## config.mk

```make
export PLATFORM = sky130hd
export DESIGN_NAME = serial_subtractor
export DESIGN_NICKNAME = d
export VERILOG_FILES = /design/src/rtl/serial_subtractor.sv
export SDC_FILE = /design/constraint.sdc
export NUM_CORES = 1
export LEC_CHECK = 0
export CAP_MARGIN = 10
export CORE_ASPECT_RATIO = 1.4
export CORE_MARGIN = 2
export CORE_UTILIZATION = 58
export CTS_BUF_LIST = sky130_fd_sc_hd__clkbuf_4 sky130_fd_sc_hd__clkbuf_8
export CTS_CLUSTER_SIZE = 14
export DETAILED_ROUTE_END_ITERATION = 7
export DONT_BUFFER_PORTS = 1
export HOLD_SLACK_MARGIN = 0.12
export PLACE_DENSITY = 0.76
export SLEW_MARGIN = 20
export SYNTH_ARGS = -nofsm -noshare
export SYNTH_HDL_FRONTEND = slang
export SYNTH_SLANG_ARGS = --single-unit
export TNS_END_PERCENT = 5
```

## constraint.sdc

```tcl
create_clock -name clk -period 1.2 [get_ports clk]
set_input_delay 0.3 -clock clk [delete_from_list [all_inputs] [get_ports clk]]
set_output_delay 0.3 -clock clk [all_outputs]
set_load 0.005 [all_outputs]
```

## src/rtl/serial_subtractor.sv

```systemverilog
// Bit-serial subtractor: DIFF = A - B - BI, one bit per clock, LSB first.
// A single full-subtractor cell plus a borrow flop, with a start/done handshake.
module serial_subtractor #(
    parameter int unsigned WIDTH = 8
) (
    input  logic             clk,
    input  logic             rst,
    input  logic             start,
    input  logic [WIDTH-1:0] A,
    input  logic [WIDTH-1:0] B,
    input  logic             BI,
    output logic             busy,
    output logic             done,
    output logic [WIDTH-1:0] DIFF,
    output logic             BO,
    output logic             OVF
);

    localparam int unsigned CW = (WIDTH > 1) ? $clog2(WIDTH) : 1;

    typedef enum logic [1:0] {
        S_IDLE  = 2'd0,
        S_SHIFT = 2'd1,
        S_DONE  = 2'd2
    } state_t;

    state_t           state;
    logic [WIDTH-1:0] opa;
    logic [WIDTH-1:0] opb;
    logic [WIDTH-1:0] res;
    logic             br;
    logic [CW-1:0]    cnt;

    logic a_bit;
    logic b_bit;
    logic d_bit;
    logic br_next;

    // Full-subtractor cell on the current LSBs and the borrow flop.
    always_comb begin
        a_bit   = opa[0];
        b_bit   = opb[0];
        d_bit   = a_bit ^ b_bit ^ br;
        br_next = (~a_bit & b_bit) | (~(a_bit ^ b_bit) & br);
    end

    always_ff @(posedge clk) begin
        if (rst) begin
            state <= S_IDLE;
            busy  <= 1'b0;
            done  <= 1'b0;
            DIFF  <= '0;
            BO    <= 1'b0;
            OVF   <= 1'b0;
            opa   <= '0;
            opb   <= '0;
            res   <= '0;
            br    <= 1'b0;
            cnt   <= '0;
        end else begin
            done <= 1'b0;
            case (state)
                S_IDLE: begin
                    if (start) begin
                        opa   <= A;
                        opb   <= B;
                        br    <= BI;
                        cnt   <= '0;
                        busy  <= 1'b1;
                        state <= S_SHIFT;
                    end
                end
                S_SHIFT: begin
                    opa <= opa >> 1;
                    opb <= opb >> 1;
                    br  <= br_next;
                    res <= {d_bit, res[WIDTH-1:1]};
                    cnt <= cnt + CW'(1);
                    // Last bit: br is the borrow into the MSB, br_next the borrow out.
                    if (cnt == CW'(WIDTH - 1)) begin
                        DIFF  <= {d_bit, res[WIDTH-1:1]};
                        BO    <= br_next;
                        OVF   <= br ^ br_next;
                        busy  <= 1'b0;
                        done  <= 1'b1;
                        state <= S_DONE;
                    end
                end
                S_DONE: begin
                    state <= S_IDLE;
                end
                default: begin
                    busy  <= 1'b0;
                    state <= S_IDLE;
                end
            endcase
        end
    end

endmodule
```

==> results.py, run 1 <==
metrics = {
    "sta": {
        "hold_viol": 0,
        "setup_violations": 13,
        "finClkSkew_ns": 0.00618,
        "max_freq_ghz": 0.776,
        "post-route-period-util": 1.07,
        "setup-tns-final_ns": -0.948,
        "worst_pin_slew_ns": 0.196,
        "hold_ws_ns": 0.0621,
        "slew_violations": 0,
        "rsz0062_at_grt": "yes",
        "finalWorstSetupSlack_ns": -0.0892,
        "slew_headroom": 0.868,
        "fin_crit_ns": 1.29,
    },
    "placed_design": {
        "port_buffers": 0,
        "dpl-instance-area_um2": 1910,
        "dpl.hpwl_um": 2510,
        "dp.cells": 241,
        "gp_congestion": 0.702,
    },
    "clock_tree": {
        "cts_made_buffers": 5,
        "cts_tree": "yes",
        "clockBufferDepth": 2,
        "clkSlewWorstSetupHoldPaths_ns": 0.07,
        "htreeDepth": 2,
        "cts_sinks": 41,
        "clockRootBuffer": "clkbuf_8",
        "clock_latency_ns": 0.29,
    },
    "hold_path": {
        "holdCritPathClass": "in -> reg",
        "holdPathStages": 1,
        "hold_end": "DIFF[6]",
        "min_from": "rst",
    },
    "synthesis": {
        "syn_avg_cell_area_um2": 8.76,
        "syn-cell-area_um2": 1790,
        "synth_area_leaders": "dfxtp_1, a311oi_2, nand2_1",
        "synthDistinctLibCells": 28,
        "synthesis.nets": 227,
        "ys_ff_latch": 41,
        "yosysWarningCount": 0,
        "syn_inst": 204,
        "synth_top_area_cell": "dfxtp_1",
        "synth_top_area_share": 0.459,
        "ys_seq_area_frac": 0.459,
    },
    "pwr": {
        "clockPowerShare": 0.336,
        "switching_power_uw": 660,
        "internal_power_mw": 2.07,
        "p_leak_nw": 0.760,
        "power.share.sequential": 0.541,
        "ir_drop_mv": 0.971,
        "swShare": 0.242,
        "p_per_area_nw_per_um2": 1280,
        "power_frac_comb": 0.123,
    },
    "route": {
        "drt-pass1-iter-count": 4,
        "viasPerCell": 5.78,
        "drt_wl_total_um": 3860,
        "wl_per_cell_um": 15.4,
        "drc_errors": 0,
        "drt_iter0_markers": 29,
        "vias": 1450,
        "ant_nets": 0,
    },
    "final_layout": {
        "multi_input_area_um2": 946,
        "post-route-util": 0.732,
        "fillers": 242,
        "fin_area_um2": 2130,
        "diodes": 0,
        "nets": 236,
        "seqCellArea_um2": 833,
        "finalNonFillerCells": 251,
        "area_growth_syn_to_layout_pct": 19.0,
        "drive_above_1_share": 0.379,
    },
    "global_route": {
        "grt_pass1_vias": 1469,
        "grt_start_max_net_pins": 42,
        "antenna_found_initial": 0,
        "grt_usage": 0.229,
        "grt_overflow": 0,
        "grt_pass1_wl_um": 6220,
    },
    "outcome": {
        "status": "finished with violations",
        "violations": "negative setup slack",
    },
    "critical_path": {
        "rrSetupSlack_ns": -0.09,
        "cp.arrival_ns": 1.52,
        "worstPathRequired_ns": 1.43,
        "crit_slowest_cell": "dfxtp_4",
        "startpoint_type": "flop",
        "reg2reg_depth": 6,
        "critPathKind": "reg -> reg",
        "rr_startpoint": "cnt[0]",
        "crit_chain": "ha_4 > ha_4 > and3b_2 > buf_6 > nand2_2 > a21oi_2",
        "crit_path_max_fanout": 7,
        "crit_top_cell": "ha_4",
        "cp_top_family": "flip-flops",
        "path_buf_inv": 1,
        "r2r-end": "DIFF[1]",
        "end_kind": "flop",
        "crit_path_max_incr_delay_ns": 0.36,
    },
    "floorplan": {
        "die_area_um2": 3550,
        "num_rows": 23,
        "start_util": 0.615,
        "design.core.area_um2": 2910,
        "die_h_um": 69.7,
        "pin_count": 32,
        "dieWidth_um": 50.9,
    },
    "flow_run": {
        "maxCapViolCount": 0,
    },
}
-- metal layers --
metal	part of all wire	track usage
met1	0.37	0.240
met2	0.56	0.404
met3	0.058	0.0754
met4	0.016	0.0961
met5	0	0
-- synth_stat cells --
master / n
a211oi_1: 1
clkbuf_1: 2
nand3_1: 5
buf_4: 4
nand3b_1: 1
buf_6: 4
or3b_1: 1
ha_1: 2
a21oi_1: 24
buf_8: 1
o22ai_1: 1
fa_1: 1
buf_2: 3
nand2_1: 56
buf_1: 3
dfxtp_1: 41
a221o_1: 1
xnor2_1: 1
inv_1: 3
nand2b_1: 3
o21ai_0: 3
nand2_2: 6
nor2b_1: 2
a311oi_2: 14
and3b_1: 1
nor3_1: 1
and2b_1: 1
nor2_1: 18
-- through the flow --
stage | total power, mW | setup slack [ns]
floorplan | 1.77 | -0.00615
detailed placement | 1.83 | -0.130
finish | 2.73 | -0.0892
global placement | 1.81 | -0.0449
CTS | 2.73 | -0.0705
global route | 2.85 | -0.158
-- worst max path at each step --
stage	cells after the start	slack (ns)	start	endpoint
6_report	6	-0.09	cnt[0]	DIFF[1]
5_1_grt	6	-0.16	cnt[0]	DIFF[1]
4_1_cts	3	-0.07	opa[0]	br
3_5_place_dp	6	-0.13	cnt[0]	DIFF[5]
3_3_place_gp	6	-0.04	cnt[0]	DIFF[2]
2_1_floorplan	4	-0.006	br	br
-- power by group through the flow --
stage	sequential (mW)	clock, mW	combinational, mW
6_report	1.48	0.917	0.336
5_1_grt	1.48	0.992	0.376
4_1_cts	1.48	0.929	0.330
3_5_place_dp	1.50	0	0.324
3_3_place_gp	1.50	0	0.308
2_1_floorplan	1.49	0	0.275
-- layout by cell type (no fill, tap or decap), drive strengths merged, types with 3 or more instances in the layout --
| cell | n |
|---|---|
| inv | 3 |
| o21ai | 3 |
| nand2 | 62 |
| a311oi | 14 |
| a21oi | 24 |
| buf | 19 |
| nor2 | 18 |
| clkbuf | 8 |
| dfxtp | 41 |
| nand2b | 3 |
| nand3 | 5 |
-- sequential cells by signal, indices dropped and copies added, names as in the netlist --
signal  count
DIFF        8
opa         8
opb         8
res         7
cnt         3
state       2
BO          1
OVF         1
br          1
busy        1
done        1
-- worst register-to-register path: stages, from the launching register on --
cell	delay [ns]
dfxtp_4	0.36
ha_4	0.14
ha_4	0.14
and3b_2	0.24
buf_6	0.15
nand2_2	0.06
a21oi_2	0.13
-- final cells by class --
class	instances	share of cell area
flip-flops and latches	41	0.392
repair buffers	19	0.0941
inverters	3	0.00529
clock buffers	8	0.0429
well taps	37	0.0218
multi-input cells	143	0.444
-- kinds of logic after synthesis --
family / Yosys count / share of synthesized area
compound gates: 44 / 0.206
xor+xnor: 1 / 0.00490
fa+ha+maj: 3 / 0.0252
buf+inv: 20 / 0.0756
flops: 41 / 0.459
simple gates: 95 / 0.229
-- repair_timing --
item | in CTS | in global routing
pin swaps | 1 | 11
buffers inserted | 0 | 2
setup endpoints to repair | 26 | 36
gates resized for setup | 10 | 24
hold endpoints to repair | 40 | 40
(Power assumes the default switching activity.)
==> inputs of run 2 (changes only) <==
CORE_UTILIZATION = 49   (was 58)
DONT_BUFFER_PORTS = default   (was 1)
PLACE_DENSITY = 0.78   (was 0.76)
==> results.py, run 2 (synthesis results as in run 1) <==
metrics = {
    "pwr": {
        "p_per_area_nw_per_um2": 1140,
        "clockPowerShare": 0.313,
        "power_mw": 2.81,
        "switching_power_uw": 734,
        "p_leak_nw": 0.917,
        "ir_drop_mv": 0.855,
        "power.share.sequential": 0.526,
        "power_frac_comb": 0.161,
        "internal_power_mw": 2.07,
        "swShare": 0.262,
    },
    "route": {
        "wl_per_cell_um": 12.6,
        "drt_wl_total_um": 3700,
        "wl_met1_um": 1570,
        "top_layer": "met4",
        "vias": 1530,
        "viasPerCell": 5.22,
        "drt-pass1-iter-count": 4,
        "wl_met2_um": 1960,
        "ant_nets": 0,
        "wl_met3_um": 111,
        "drc_errors": 0,
        "drt_iter0_markers": 23,
    },
    "critical_path": {
        "cp_top_family": "flip-flops",
        "startpoint_type": "flop",
        "reg2reg_depth": 5,
        "critPathKind": "reg -> reg",
        "end_kind": "flop",
        "cp.depth": 5,
        "path_buf_inv": 1,
        "crit_chain": "ha_4 > ha_4 > and3b_2 > buf_6 > a211oi_2",
        "cp.arrival_ns": 1.49,
        "crit_slowest_cell": "dfxtp_2",
        "crit_path_max_fanout": 4,
        "crit_path_max_incr_delay_ns": 0.34,
        "crit_top_cell": "ha_4",
        "worstPathRequired_ns": 1.42,
    },
    "clock_tree": {
        "htreeDepth": 2,
        "cts_tree": "yes",
        "clkSlewWorstSetupHoldPaths_ns": 0.08,
        "clockRootBuffer": "clkbuf_8",
        "cts_made_buffers": 5,
        "clock_latency_ns": 0.29,
        "clockBufferDepth": 2,
        "cts_sinks": 41,
    },
    "outcome": {
        "violations": "negative setup slack",
        "status": "finished with violations",
    },
    "floorplan": {
        "die_area_um2": 4150,
        "start_util": 0.500,
        "pin_count": 32,
        "num_rows": 26,
        "design.core.area_um2": 3580,
        "dieWidth_um": 55.1,
        "die_h_um": 75.5,
    },
    "global_route": {
        "grt_pass1_vias": 1476,
        "grt_overflow": 0,
        "grt_usage": 0.210,
        "grt_pass1_wl_um": 6380,
        "grt_start_max_net_pins": 26,
        "antenna_found_initial": 0,
    },
    "placed_design": {
        "port_buffers": 31,
        "gp_congestion": 0.738,
        "post-place-ws_ns": -0.353,
        "dpl.hpwl_um": 2600,
    },
    "sta": {
        "finClkSkew_ns": 0.00594,
        "hold_viol": 0,
        "max_freq_ghz": 0.785,
        "rsz0062_at_grt": "yes",
        "worst_pin_slew_ns": 0.234,
        "finalWorstSetupSlack_ns": -0.0736,
        "slew_violations": 0,
        "fin_crit_ns": 1.27,
        "setup_violations": 12,
        "post-route-period-util": 1.06,
        "slew_headroom": 0.844,
    },
    "hold_path": {
        "holdCritPathClass": "reg -> reg",
        "holdPathStages": 2,
    },
    "final_layout": {
        "nets": 273,
        "fillers": 295,
        "diodes": 0,
        "largestRegisters": "DIFF (8), opa (8), opb (8)",
        "area_growth_syn_to_layout_pct": 37.4,
        "drive_above_1_share": 0.323,
        "final_common_cell": "nand2_1",
        "layout_common_cells": "nand2_1, dfxtp_1, a21oi_1",
    },
    "flow_run": {
        "maxCapViolCount": 0,
    },
}
## run 2: cell count changes in the layout (fill, tap and decap cells not counted), moves of 3 or more
cell	previous run	this run
nand2_1	50	55
dfxtp_2	4	12
clkdlybuf4s15_1	0	11
a21oi_1	15	19
clkbuf_4	3	0
nand2_2	12	7
clkdlybuf4s50_1	0	18
buf_4	13	17
dfxtp_1	35	29
nor2_1	14	17
a21oi_2	9	5
## run 2: timing repair
item                                    in CTS  in global routing
endpoints found under the setup margin      38                 48
gates resized for setup                     24                 26
pin swaps                                    1                  4
hold buffers                                 0                  0
buffers inserted                             0                  1
## run 2: layer usage
metal / global-route usage / up-vias
li1: - / 778
met1: 0.246 / 710
met2: 0.360 / 36
met3: 0.0549 / 6
met4: 0.0786 / 0
met5: 0 / -
## run 2: power groups by stage
stage          combinational (mW)  sequential [mW]  clock, mW
2_1_floorplan               0.275             1.49          0
3_3_place_gp                0.435             1.50          0
3_5_place_dp                0.444             1.50          0
4_1_cts                     0.447             1.47      0.901
5_1_grt                     0.498             1.48      0.962
6_report                    0.452             1.47      0.879
## run 2: final timing paths
| check | start | end | slack, ns |
|---|---|---|---|
| worst min-delay path | DIFF[4] | DIFF[4] | 0.45 |
| worst max-delay path | cnt[0] | BO | -0.07 |
| worst min register to register | DIFF[4] | DIFF[4] | 0.45 |
| worst max register to register | cnt[0] | BO | -0.07 |
## run 2: through the flow
stage               instances  area (um2)   util  hold WS [ns]  setup TNS, ns
floorplan                 204        1820      -         0.432        -0.0118
global placement          284        2290  0.641         0.441          -6.62
detailed placement        284        2290  0.641         0.445          -7.72
CTS                       292        2390  0.667         0.453         -0.813
global route              293        2460  0.687         0.480          -1.23
finish                    293        2460  0.687         0.453         -0.516
## run 2: area by class of cell
| type | instances | area (um2) | area share |
|---|---|---|---|
| multi-input cells | 143 | 902 | 0.367 |
| clock inverters | 3 | 17.5 | 0.00713 |
| well taps | 42 | 52.6 | 0.0214 |
| inverters | 3 | 11.3 | 0.00458 |
| clock buffers | 5 | 68.8 | 0.0280 |
| repair buffers | 56 | 569 | 0.232 |
| flip-flops and latches | 41 | 836 | 0.340 |
## run 2: tightest hold or removal path, delay by kind of cell (launching register included)
kind            cells  cell delay [ns]
compound gates      1             0.05
flops               1             0.32
simple gates        1             0.05
